### src/rtl/display_scheduler.sv
// -----------------------------------------------------------------------------
// display_scheduler
//
// Time-multiplexes one shared 4-bit code encoder and one 7-segment decoder path
// across DIGITS display positions. A small per-digit register file holds a code
// value and a lit/blanked enable for each slot. The host writes it through a
// valid/ready load port.
//
// Each slot goes through three phases:
//   BLANK : all digits off for BLANK_CYCLES cycles (anti-ghosting)
//   DRIVE : one cycle presenting the slot value and enable to the encoder
//   SHOW  : SCAN_DIV cycles with the captured code held and the slot's digit lit
//
// Ports
//   Clock        in   system clock, rising edge
//   Reset        in   asynchronous, active-high reset
//   Load_Valid   in   host write request
//   Load_Ready   out  write can be accepted this cycle (low in DRIVE and reset)
//   Load_Index   in   target slot; indices >= DIGITS are accepted and dropped
//   Load_Value   in   4-bit code value for the slot
//   Load_Enable  in   slot lit (1) / blanked (0)
//   Enc_Input    out  value to the shared encoder
//   Enc_Ready    out  encoder enable (encoder forces 0 when low)
//   Enc_Output   in   encoder result, combinational return path
//   Seg_Code     out  code captured on the edge leaving DRIVE
//   Digit_Select out  one-hot, active-high digit enable
//   Frame_Done   out  one-cycle pulse in the first BLANK cycle after a wrap
//   Brightness   in   (only with SCHED_BRIGHTNESS_EN) 3-bit duty setting
//
// Build option
//   SCHED_BRIGHTNESS_EN : adds the Brightness input. The digit is lit only for
//   the first max(1, ((Brightness+1)*SCAN_DIV)>>3) cycles of SHOW. Brightness
//   is sampled at SHOW entry. SHOW length, and so frame timing, is unchanged.
//
// All outputs are registered. Each output flop is loaded from the value the
// output must take in the *next* state, so outputs line up with the state
// register rather than lagging it by a cycle.
// -----------------------------------------------------------------------------
module display_scheduler #(
  parameter int DIGITS       = 4,
  parameter int SCAN_DIV     = 1000,
  parameter int BLANK_CYCLES = 2,
  localparam int IDX_W       = (DIGITS > 1) ? $clog2(DIGITS) : 1
) (
  input  logic              Clock,
  input  logic              Reset,
  input  logic              Load_Valid,
  output logic              Load_Ready,
  input  logic [IDX_W-1:0]  Load_Index,
  input  logic [3:0]        Load_Value,
  input  logic              Load_Enable,
  output logic [3:0]        Enc_Input,
  output logic              Enc_Ready,
  input  logic [3:0]        Enc_Output,
  output logic [3:0]        Seg_Code,
  output logic [DIGITS-1:0] Digit_Select,
  output logic              Frame_Done
`ifdef SCHED_BRIGHTNESS_EN
  ,
  input  logic [2:0]        Brightness
`endif
);

  localparam int CNT_MAX = (SCAN_DIV > BLANK_CYCLES) ? SCAN_DIV : BLANK_CYCLES;
  localparam int CNT_W   = $clog2(CNT_MAX + 1);

  localparam logic [CNT_W-1:0] BLANK_LAST = CNT_W'(BLANK_CYCLES - 1);
  localparam logic [CNT_W-1:0] SHOW_LAST  = CNT_W'(SCAN_DIV - 1);
  localparam logic [IDX_W-1:0] PTR_LAST   = IDX_W'(DIGITS - 1);

  typedef enum logic [1:0] {
    ST_BLANK = 2'd0,
    ST_DRIVE = 2'd1,
    ST_SHOW  = 2'd2
  } state_t;

  // Sequencer
  state_t             state_q, state_d;
  logic [CNT_W-1:0]   cnt_q, cnt_d;
  logic [IDX_W-1:0]   ptr_q, ptr_d;

  // Slot register file
  logic [3:0]         slot_val_q [DIGITS];
  logic [3:0]         slot_val_d [DIGITS];
  logic [DIGITS-1:0]  slot_en_q, slot_en_d;

  // Registered outputs
  logic               load_ready_q, load_ready_d;
  logic [3:0]         enc_input_q, enc_input_d;
  logic               enc_ready_q, enc_ready_d;
  logic [3:0]         seg_code_q, seg_code_d;
  logic [DIGITS-1:0]  digit_sel_q, digit_sel_d;
  logic               frame_done_q, frame_done_d;

  // Write decode
  logic               xfer;
  logic [DIGITS-1:0]  wr_hit;
  logic               fwd;
  logic               lit_ok;

  // A transfer happens whenever the host is valid and we advertised ready.
  // Indices outside 0..DIGITS-1 match no slot, so the write is simply dropped
  // while the handshake still completes.
  assign xfer = Load_Valid & load_ready_q;

  for (genvar gi = 0; gi < DIGITS; gi++) begin : g_wr_decode
    assign wr_hit[gi] = xfer && (Load_Index == IDX_W'(gi));
  end

  // A write landing on the same edge that enters DRIVE for that slot is
  // forwarded, so the host never loses a frame to that race.
  assign fwd = wr_hit[ptr_q];

  always_comb begin
    for (int i = 0; i < DIGITS; i++) begin
      slot_val_d[i] = slot_val_q[i];
    end
    slot_en_d = slot_en_q;
    for (int i = 0; i < DIGITS; i++) begin
      if (wr_hit[i]) begin
        slot_val_d[i] = Load_Value;
        slot_en_d[i]  = Load_Enable;
      end
    end
  end

  // ---------------------------------------------------------------------------
  // Next-state logic. The counter restarts from 0 on every state entry.
  // ---------------------------------------------------------------------------
  always_comb begin
    state_d      = state_q;
    cnt_d        = cnt_q + CNT_W'(1);
    ptr_d        = ptr_q;
    frame_done_d = 1'b0;
    case (state_q)
      ST_BLANK: begin
        if (cnt_q == BLANK_LAST) begin
          state_d = ST_DRIVE;
          cnt_d   = '0;
        end
      end
      ST_DRIVE: begin
        state_d = ST_SHOW;
        cnt_d   = '0;
      end
      ST_SHOW: begin
        if (cnt_q == SHOW_LAST) begin
          state_d = ST_BLANK;
          cnt_d   = '0;
          if (ptr_q == PTR_LAST) begin
            ptr_d        = '0;
            frame_done_d = 1'b1;
          end else begin
            ptr_d = ptr_q + IDX_W'(1);
          end
        end
      end
      default: begin
        state_d = ST_BLANK;
        cnt_d   = '0;
        ptr_d   = '0;
      end
    endcase
  end

`ifdef SCHED_BRIGHTNESS_EN
  // On-time for the current SHOW. The product fits CNT_W+3 bits because
  // (Brightness+1) <= 8 and SCAN_DIV < 2**CNT_W.
  localparam int PROD_W = CNT_W + 3;

  logic [PROD_W-1:0] on_prod;
  logic [CNT_W-1:0]  on_entry;
  logic [CNT_W-1:0]  on_cycles_q, on_cycles_d;

  assign on_prod = (PROD_W'(Brightness) + PROD_W'(1)) * PROD_W'(SCAN_DIV);

  always_comb begin
    on_entry = CNT_W'(on_prod >> 3);
    if (on_entry == '0) begin
      on_entry = CNT_W'(1);
    end
    // Brightness is sampled only on the edge that enters SHOW.
    on_cycles_d = (state_q == ST_DRIVE) ? on_entry : on_cycles_q;
  end

  always_ff @(posedge Clock or posedge Reset) begin
    if (Reset) begin
      on_cycles_q <= '0;
    end else begin
      on_cycles_q <= on_cycles_d;
    end
  end

  // cnt_d is the SHOW cycle index of the cycle the output flop is loading for.
  assign lit_ok = (cnt_d < on_cycles_d);
`else
  assign lit_ok = 1'b1;
`endif

  // ---------------------------------------------------------------------------
  // Output values for the upcoming cycle.
  // ---------------------------------------------------------------------------
  always_comb begin
    load_ready_d = (state_d != ST_DRIVE);
    enc_input_d  = 4'd0;
    enc_ready_d  = 1'b0;
    digit_sel_d  = '0;
    // Enc_Output is the encoder's answer to the DRIVE-cycle inputs.
    seg_code_d   = (state_q == ST_DRIVE) ? Enc_Output : seg_code_q;
    if (state_d == ST_DRIVE) begin
      enc_input_d = fwd ? Load_Value  : slot_val_q[ptr_q];
      enc_ready_d = fwd ? Load_Enable : slot_en_q[ptr_q];
    end
    if ((state_d == ST_SHOW) && lit_ok) begin
      digit_sel_d = DIGITS'(1) << ptr_d;
    end
  end

  // ---------------------------------------------------------------------------
  // State and output registers
  // ---------------------------------------------------------------------------
  always_ff @(posedge Clock or posedge Reset) begin
    if (Reset) begin
      state_q      <= ST_BLANK;
      cnt_q        <= '0;
      ptr_q        <= '0;
      for (int i = 0; i < DIGITS; i++) begin
        slot_val_q[i] <= 4'd0;
      end
      slot_en_q    <= '0;
      load_ready_q <= 1'b0;
      enc_input_q  <= 4'd0;
      enc_ready_q  <= 1'b0;
      seg_code_q   <= 4'd0;
      digit_sel_q  <= '0;
      frame_done_q <= 1'b0;
    end else begin
      state_q      <= state_d;
      cnt_q        <= cnt_d;
      ptr_q        <= ptr_d;
      for (int i = 0; i < DIGITS; i++) begin
        slot_val_q[i] <= slot_val_d[i];
      end
      slot_en_q    <= slot_en_d;
      load_ready_q <= load_ready_d;
      enc_input_q  <= enc_input_d;
      enc_ready_q  <= enc_ready_d;
      seg_code_q   <= seg_code_d;
      digit_sel_q  <= digit_sel_d;
      frame_done_q <= frame_done_d;
    end
  end

  assign Load_Ready   = load_ready_q;
  assign Enc_Input    = enc_input_q;
  assign Enc_Ready    = enc_ready_q;
  assign Seg_Code     = seg_code_q;
  assign Digit_Select = digit_sel_q;
  assign Frame_Done   = frame_done_q;

endmodule

### config.mk
export PLATFORM = sky130hd
export DESIGN_NAME = display_scheduler
export DESIGN_NICKNAME = d
export VERILOG_FILES = /design/src/rtl/display_scheduler.sv
export SDC_FILE = /design/constraint.sdc
export NUM_CORES = 1
export LEC_CHECK = 0
export CAP_MARGIN = 40
export CELL_PAD_IN_SITES_DETAIL_PLACEMENT = 0
export CELL_PAD_IN_SITES_GLOBAL_PLACEMENT = 1
export CORE_MARGIN = 2
export CORE_UTILIZATION = 45
export CTS_CLUSTER_DIAMETER = 40
export DETAILED_ROUTE_END_ITERATION = 16
export DONT_BUFFER_PORTS = 1
export GPL_TIMING_DRIVEN = 0
export HOLD_SLACK_MARGIN = 0.08
export PLACE_DENSITY = 0.77
export RECOVER_POWER = 25
export SYNTH_ARGS = -nofsm -noshare
export SYNTH_HDL_FRONTEND = slang
export SYNTH_SLANG_ARGS = --single-unit
### constraint.sdc
create_clock -name Clock -period 2.2 [get_ports Clock]
set_input_delay 0.33 -clock Clock [delete_from_list [all_inputs] [get_ports Clock]]
set_output_delay 0.33 -clock Clock [all_outputs]
set_load 0.01 [all_outputs]
==> impl_metrics.csv, run 1 <==
group,metric,value,unit
clock_tree,clock_sinks,49,
critical_path,r2r-start,"cnt_q[0]",
critical_path,reg2reg_to,"Digit_Select[1]",
sta,fin_worst_skew,0.00999,ns
critical_path,startpoint,"cnt_q[0]",
synth,synthDistinctLibCells,27,
floorplan,coreArea,0.00466,sq mm
synth,synth_seq_cells,49,
grt,grt_overflow_total,0,
layout,drive_gt1_share,25.7,%
synth,syn_area,0.00216,sq mm
clock_tree,cts_setup_buffers,0,
synth,yosysWarnings,0,
clock_tree,htreeDepth,2,
drt,firstDrtPassIters,4,
placed_design,place_hpwl,2.85,mm
layout,finalNonFillerCells,233,
sta,setup_violations,0,
placed_design,gp_congestion,0.787,
sta,slew_headroom,45.5,%
sta,hold_violations,0,
grt,grt_max_degree,30,
power,leakagePower,0.990,nW
worst_hold_path,hp-class,"in2reg",
drt,drt-initial-drc-count,70,
placed_design,dpl.cell_count,224,
sta,period_share,86.7,%
clock_tree,clock_latency,0.30,ns
sta,setup_ws,0.292,ns
critical_path,r2r_setup_slack,0.29,ns
drt,avgViaCountPerCell,5.63,
layout,seq_area,0.00123,sq mm
floorplan,initial_utilization,46.3,%
synth,yosysTopAreaCellShare,56.8,%
drt,ant_nets,0,
layout,syn_to_final_growth,8.75,%
clock_tree,clk_pin_slew,0.09,ns
floorplan,pin_count,29,
power,ir_drop,0.000336,V
critical_path,start_kind,"flip-flop",
critical_path,cp.required,2.36,ns
critical_path,crit_fanout,5,
layout,final_common_cell,"dfrtp_1",
synth,synthCells,168,
grt,track_usage,16.5,%
sta,tightest_slew,0.817,ns
sta,period_minus_slack,1.91,ns
clock_tree,clk_path_buf_depth,2,
critical_path,crit_path_end,"Digit_Select[1]",
synth,synth_top_area_cell,"dfrtp_1",
critical_path,crit_type,"reg2reg",
clock_tree,cts_hold_buf,1,
drt,num_vias,1311,
critical_path,crit_path_end_kind,"flip-flop",
drt,routedWlPerCell,16.7,um
floorplan,fp.dieArea,0.00537,sq mm
drt,drc_errors,0,
critical_path,r2r_cells,5,
flow_run,max_cap_violations,0,
floorplan,die_h,73.3,um
layout,diodes,0,
layout,most-common-layout-cells,"49 x dfrtp_1, 24 x mux2_2, 22 x nor2_1",
sta,rsz0062_at_grt,"false",
clock_tree,post_cts_resized,0,
sta,fin_worst_hold_slack,0.172,ns
sta,fin_tns_setup,0,ns
placed_design,portBuffers,0,
layout,final_nets,195,
clock_tree,cts_tree,"done",
placed_design,place_ws,0.294,ns
critical_path,arrival,2.07,ns
layout,multi_input_area,893,sq um
floorplan,core.rowCount,25,
synth,netlist_top_cells_area,"dfrtp_1 57%, mux2_2 13%, mux4_2 5.2%, nor2_1 3.8%, xnor2_1 2.4%",
clock_tree,numCtsBuffers,5,
sta,slew_viol_final,0,
synth,seq_area_frac_synth,56.8,%
grt,antenna_found_initial,0,
grt,first_global_vias,1412,
drt,wl,3.89,mm
layout,num-fill-cells,408,
synth,syn_area_per_cell,12.9,sq um
synth,synth_nets,185,
sta,max_freq,0.524,GHz
clock_tree,root_buffer,"clkbuf_8",
floorplan,die_w,73.3,um
grt,grt_pass1_wl,6.53,mm
power,power_density,717,mW/mm^2
run_status,status,"finished clean",
[critical path: stages, from the launching register on]
cell     delay, ns
dfrtp_1       0.42
ha_1          0.26
nand3_1       0.16
or4_4         0.57
a21oi_2       0.28
nor3b_1       0.09
[through the flow]
stage          cell area, sq um  total power, mW  util, %
6_report                   2350             1.68     50.4
5_1_grt                    2350             1.76     50.4
4_1_cts                    2350             1.71     50.4
3_5_place_dp               2250             1.18     48.3
3_3_place_gp               2230             1.16     47.8
2_1_floorplan              2160             1.14        -
[Yosys cell counts]
library cell	instances
dfrtp_1	49
mux2_2	24
nor2_1	22
nand2_1	9
inv_1	7
nand3_1	6
xnor2_1	6
mux2i_1	5
mux4_2	5
nor3_1	4
xor2_1	4
ha_1	3
nor2b_1	3
nor3b_1	3
a31oi_1	2
buf_2	2
nand4_1	2
nor4_1	2
or4_4	2
a21oi_2	1
clkbuf_1	1
nand3_2	1
nor3_2	1
nor4b_1	1
o31ai_1	1
o41ai_2	1
or2_1	1
[state kept, by name, indices dropped and copies added, names as in the netlist]
register      cells
slot_en_q         4
Enc_Ready         1
Seg_Code          4
Digit_Select      4
cnt_q            10
Enc_Input         4
Frame_Done        1
ptr_q             2
state_q           2
slot_val_q       16
Load_Ready        1
[worst min-delay path by stage]
stage | to | slack, ns | from | cells past startpoint
3_3_place_gp | slot_val_q[1] | 0.48 | slot_val_q[1] | 1
5_1_grt | slot_en_q[0] | 0.16 | Load_Enable | 1
4_1_cts | Seg_Code[2] | 0.16 | Enc_Output[2] | 1
3_5_place_dp | Digit_Select[1] | 0.26 | Reset | 1
6_report | Seg_Code[2] | 0.17 | Enc_Output[2] | 1
2_1_floorplan | slot_en_q[2] | 0.47 | slot_en_q[2] | 1
[where the power goes]
group          total [mW]  switching, mW  leakage [nW]  internal [mW]
sequential           1.01         0.0365         0.597          0.973
clock               0.521          0.295        0.0456          0.227
combinational       0.152         0.0580         0.348         0.0941
[routing by layer]
metal	up-vias	track usage, %	wire, um
met5	-	0	0
met4	0	7.82	108
met3	11	5.21	225
met2	42	27.3	1940
met1	651	19.6	1610
li1	607	-	-
[cells by family (layout without fill, tap and decap cells)]
family / after synthesis / count (layout) / synth area share (%)
simple gates: 57 / 57 / 13.4
mux: 34 / 34 / 20.0
fa+ha+maj: 3 / 3 / 1.74
compound gates: 5 / 5 / 2.09
flops: 49 / 49 / 56.8
buf+inv: 10 / 21 / 1.85
xor+xnor: 10 / 10 / 4.06
[final cells by class]
| type | instances | share of cell area, % |
|---|---|---|
| inverters | 7 | 1.12 |
| plain buffers | 3 | 0.586 |
| multi-input cells | 109 | 38.0 |
| flip-flops and latches | 49 | 52.2 |
| clock inverters | 2 | 0.586 |
| clock buffers | 6 | 3.09 |
| well taps | 54 | 2.88 |
| repair buffers | 3 | 1.49 |
(Power assumes the default switching activity.)
==> run 2: changes to the inputs <==
--- a/config.mk
+++ b/config.mk
@@ -10,13 +10,15 @@
 export CELL_PAD_IN_SITES_GLOBAL_PLACEMENT = 1
 export CORE_MARGIN = 2
 export CORE_UTILIZATION = 45
-export CTS_CLUSTER_DIAMETER = 40
+export CTS_CLUSTER_DIAMETER = 200
 export DETAILED_ROUTE_END_ITERATION = 16
 export DONT_BUFFER_PORTS = 1
+export GPL_ROUTABILITY_DRIVEN = 0
 export GPL_TIMING_DRIVEN = 0
 export HOLD_SLACK_MARGIN = 0.08
 export PLACE_DENSITY = 0.77
 export RECOVER_POWER = 25
+export REMOVE_ABC_BUFFERS = 1
 export SYNTH_ARGS = -nofsm -noshare
 export SYNTH_HDL_FRONTEND = slang
 export SYNTH_SLANG_ARGS = --single-unit
==> impl_metrics.csv, run 2 (synthesis results as in run 1) <==
group,metric,value,unit
drt,wl,3.93,mm
clock_tree,root_buffer,"clkbuf_8",
layout,num-fill-cells,415,
sta,period_share,86.2,%
critical_path,arrival,2.06,ns
sta,max_freq,0.527,GHz
sta,fin_tns_setup,0,ns
clock_tree,clock_sinks,49,
floorplan,pin_count,29,
sta,slew_viol_final,0,
floorplan,die_w,73.3,um
sta,rsz0062_at_grt,"false",
layout,diodes,0,
worst_hold_path,hp-class,"in2reg",
clock_tree,clk_path_buf_depth,2,
critical_path,path_cells,"ha_1 > nand3_1 > or4_4 > a21oi_2 > nor3b_1",
clock_tree,clock_latency,0.31,ns
power,power_density,768,mW/mm^2
flow_run,max_cap_violations,0,
layout,drive_gt1_share,24.6,%
clock_tree,htreeDepth,2,
sta,slew_headroom,32.5,%
drt,firstDrtPassIters,4,
critical_path,start_kind,"flip-flop",
run_status,status,"finished clean",
sta,hold_violations,0,
floorplan,fp.dieArea,0.00537,sq mm
grt,grt_pass1_wl,6.59,mm
drt,drc_errors,0,
layout,largest_register_ffs,16,
layout,multi_input_area,893,sq um
critical_path,cp_top_family,"simple AND/OR/NAND/NOR gates",
layout,regMostFlops,"slot_val_q",
layout,largest_registers,"slot_val_q (16), cnt_q (10)",
drt,drt-initial-drc-count,59,
placed_design,portBuffers,0,
drt,routedWlPerCell,17.2,um
critical_path,crit_fanout,5,
drt,ant_nets,0,
layout,syn_to_final_growth,8.34,%
clock_tree,post_cts_resized,0,
clock_tree,cts_tree,"done",
sta,tightest_slew,1.01,ns
power,leakagePower,0.980,nW
critical_path,crit_type,"reg2reg",
grt,first_global_vias,1379,
sta,fin_worst_skew,0.0105,ns
grt,grt_overflow_total,0,
placed_design,place_hpwl,2.83,mm
sta,period_minus_slack,1.90,ns
power,ir_drop,0.000323,V
power,finalPower,1.80,mW
floorplan,core.rowCount,25,
grt,grt_max_degree,44,
critical_path,crit_path_end_kind,"flip-flop",
critical_path,slowest_stage,"or4_4",
floorplan,die_h,73.3,um
critical_path,cp.buffers_inverters,0,
floorplan,coreArea,0.00466,sq mm
layout,most-common-layout-cells,"49 x dfrtp_1, 24 x mux2_2, 22 x nor2_1",
clock_tree,numCtsBuffers,5,
layout,seq_area,0.00123,sq mm
layout,final_common_cell,"dfrtp_1",
sta,setup_violations,0,
drt,avgViaCountPerCell,5.59,
grt,antenna_found_initial,0,
floorplan,initial_utilization,46.3,%
drt,num_vias,1280,
layout,final_nets,191,
critical_path,critical_path.max_stage_delay,0.56,ns
critical_path,cp.required,2.36,ns
clock_tree,clk_pin_slew,0.09,ns
grt,track_usage,16.7,%
run 2: changes by cell type in the layout (fill, tap and decap cells not counted), sizes merged:
| cell | change |
|---|---|
| bufinv | +1 |
| buf | -4 |
| inv | -1 |
run 2: cell type report:
type	instances	area share, %
Inverter	7	1.12
Clock buffer	6	3.10
Timing Repair Buffer	2	0.642
Tap cell	54	2.89
Sequential cell	49	52.4
Multi-Input combinational cell	109	38.2
Clock inverter	2	1.66
run 2: timing repair:
action / in CTS / in global routing
endpoints found under the setup margin: 0 / 0
hold endpoints to repair: 28 / 0
hold buffers: 1 / 0
setup buffers: 0 / 0
run 2: per-layer routing:
layer,vias to the layer above,track usage (%),wire length (um)
met5,-,0,0
met4,0,6.58,63
met3,7,6.04,246
met2,34,26.1,1930
met1,645,21.2,1690
li1,594,-,-
run 2: stage by stage:
step	hold slack, ns	instance area (sq um)	worst slack [ns]	cells	util [%]
2_1_floorplan	0.474	2150	0.519	165	-
3_3_place_gp	0.481	2210	0.313	219	47.5
3_5_place_dp	0.132	2230	0.306	220	47.9
4_1_cts	0.160	2350	0.298	229	50.5
5_1_grt	0.149	2340	0.185	229	50.2
6_report	0.167	2340	0.304	229	50.2
run 2: path summary, 6_finish.rpt:
| kind | startpoint | to | slack [ns] | cells after the start |
|---|---|---|---|---|
| worst max-delay path | cnt_q[0] | Digit_Select[2] | 0.30 | 5 |
| worst min-delay path | Load_Value[0] | slot_val_q[12] | 0.17 | 1 |
| worst max register to register | cnt_q[0] | Digit_Select[2] | 0.30 | 5 |
| worst min register to register | slot_val_q[6] | slot_val_q[6] | 0.51 | 1 |
| max in group asynchronous | Reset | slot_val_q[1] | 0.55 | 3 |
| min in group asynchronous | Reset | Frame_Done | 0.39 | 2 |
run 2: power by group:
part           internal, mW  leakage [nW]  switching, mW
clock                 0.341        0.0554          0.296
sequential            0.973         0.597         0.0392
combinational        0.0905         0.328         0.0566
total                  1.40         0.980          0.392
==> run 3: changes to the inputs <==
--- a/config.mk
+++ b/config.mk
@@ -19,6 +19,7 @@
 export PLACE_DENSITY = 0.77
 export RECOVER_POWER = 25
 export REMOVE_ABC_BUFFERS = 1
+export SETUP_SLACK_MARGIN = 0.15
 export SYNTH_ARGS = -nofsm -noshare
 export SYNTH_HDL_FRONTEND = slang
 export SYNTH_SLANG_ARGS = --single-unit
==> constraint.sdc (replaced) <==
create_clock -name Clock -period 2 [get_ports Clock]
set_input_delay 0.3 -clock Clock [delete_from_list [all_inputs] [get_ports Clock]]
set_output_delay 0.3 -clock Clock [all_outputs]
set_load 0.01 [all_outputs]
==> impl_metrics.csv, run 3 (synthesis results as in run 1) <==
group,metric,value,unit
power,ir_drop,0.000355,V
floorplan,initial_utilization,46.3,%
grt,grt_max_degree,44,
floorplan,die_w,73.3,um
sta,hold_violations,0,
critical_path,slowest_stage,"or4_4",
critical_path,r2r_cells,5,
critical_path,cp.required,2.18,ns
floorplan,coreArea,0.00466,sq mm
sta,setup_violations,0,
critical_path,reg2reg_to,"ptr_q[0]",
drt,firstDrtPassIters,4,
drt,routedWlPerCell,17.3,um
power,power_density,828,mW/mm^2
layout,multi_input_area,923,sq um
floorplan,die_h,73.3,um
layout,seq_area,0.00123,sq mm
sta,period_share,88.7,%
critical_path,crit_fanout,4,
power,power.share.clock,35.4,%
drt,ant_nets,0,
drt,wl,3.98,mm
critical_path,cp.buffers_inverters,0,
critical_path,crit_path_end_kind,"flip-flop",
drt,num_vias,1287,
layout,drive_gt1_share,26.7,%
power,leakagePower,0.993,nW
sta,fin_worst_hold_slack,0.138,ns
clock_tree,root_buffer,"clkbuf_8",
layout,num-fill-cells,409,
drt,avgViaCountPerCell,5.60,
placed_design,place_hpwl,2.83,mm
critical_path,cp_top_family,"simple AND/OR/NAND/NOR gates",
layout,utilization,51.4,%
layout,final_nets,192,
power,finalPower,1.98,mW
clock_tree,htreeDepth,2,
sta,fin_worst_skew,0.0104,ns
layout,syn_to_final_growth,10.8,%
layout,final_common_cell,"dfrtp_1",
worst_hold_path,hold_path_end,"slot_val_q[12]",
critical_path,arrival,1.96,ns
placed_design,dpl_cell_area,0.00223,sq mm
grt,track_usage,16.9,%
clock_tree,numCtsBuffers,5,
grt,first_global_vias,1393,
grt,grt_overflow_total,0,
critical_path,start_kind,"flip-flop",
sta,rsz0062_at_grt,"true",
flow_run,max_cap_violations,0,
layout,regMostFlops,"slot_val_q",
grt,antenna_found_initial,0,
power,p_int,1.55,mW
layout,most-common-layout-cells,"48 x dfrtp_1, 24 x mux2_2, 22 x nor2_1",
clock_tree,clk_path_buf_depth,2,
critical_path,r2r_setup_slack,0.23,ns
critical_path,crit_type,"reg2reg",
floorplan,core.rowCount,25,
grt,grt_pass1_wl,6.63,mm
layout,final_area,0.00239,sq mm
worst_hold_path,hp-class,"in2reg",
grt,busiest_layer,"met2",
layout,largest_registers,"slot_val_q (16), cnt_q (10)",
sta,slew_headroom,51.3,%
worst_hold_path,holdPathStages,1,
sta,max_freq,0.564,GHz
critical_path,crit_cells,5,
clock_tree,clock_latency,0.31,ns
grt,use_met3,6.04,%
clock_tree,clock_sinks,49,
critical_path,r2r-start,"cnt_q[1]",
critical_path,critical_path.max_stage_delay,0.58,ns
sta,slew_viol_final,0,
worst_hold_path,min-delay-start,"Load_Value[0]",
floorplan,pin_count,29,
run_status,status,"finished clean",
power,comb_power_share,8.4,%
placed_design,dpl.cell_count,220,
clock_tree,cts_tree,"done",
layout,diodes,0,
sta,period_minus_slack,1.77,ns
floorplan,fp.dieArea,0.00537,sq mm
power,p_seq_share,56.2,%
sta,tightest_slew,0.724,ns
drt,drc_errors,0,
layout,largest_register_ffs,16,
placed_design,portBuffers,0,
critical_path,path_cells,"ha_2 > nand3_1 > or4_4 > a31oi_2 > o41ai_2",
grt,grt_use_met1,21.0,%
placed_design,place_ws,0.106,ns
sta,setup_ws,0.226,ns
drt,drt-initial-drc-count,68,
power,switching_power,0.433,mW
sta,fin_tns_setup,0,ns
clock_tree,clk_pin_slew,0.09,ns
power,power_switching_share,21.9,%
layout,finalNonFillerCells,230,
grt,use_met2,26.8,%
run 3: metal layers:
layer | part of all wire, % | vias up
li1 | - | 596
met1 | 42 | 644
met2 | 49 | 40
met3 | 7.2 | 7
met4 | 1.6 | 0
met5 | 0 | -
run 3: cell type report:
| cell class | count | area share [%] |
|---|---|---|
| sequential | 49 | 51.3 |
| multi-input combinational | 109 | 38.6 |
| clock buffer | 6 | 3.03 |
| tap | 54 | 2.82 |
| clock inverter | 2 | 1.62 |
| timing repair buffer | 3 | 1.57 |
| inverter | 7 | 1.10 |
run 3: repair_timing:
| item | 4_1_cts | 5_1_grt |
|---|---|---|
| hold endpoints to repair | 49 | 0 |
| pin swaps | 0 | 1 |
| hold buffers | 1 | 0 |
| buffers inserted | 1 | 0 |
| endpoints found under the setup margin | 5 | 15 |
| cloned | 0 | 0 |
| gates resized for setup | 2 | 4 |
run 3: worst max path at each step:
stage | from | endpoint | slack [ns]
2_1_floorplan | cnt_q[0] | ptr_q[0] | 0.32
5_1_grt | cnt_q[1] | Digit_Select[0] | 0.13
6_report | cnt_q[1] | ptr_q[0] | 0.23
3_3_place_gp | Reset | slot_val_q[5] | 0.14
4_1_cts | ptr_q[0] | Enc_Input[2] | 0.16
3_5_place_dp | cnt_q[0] | Digit_Select[2] | 0.11
run 3: power by group through the flow:
stage | clock (mW) | combinational [mW] | sequential (mW)
global placement | 0 | 0.151 | 1.12
floorplan | 0 | 0.139 | 1.12
detailed placement | 0 | 0.170 | 1.13
global route | 0.755 | 0.186 | 1.12
finish | 0.701 | 0.167 | 1.11
CTS | 0.719 | 0.171 | 1.11
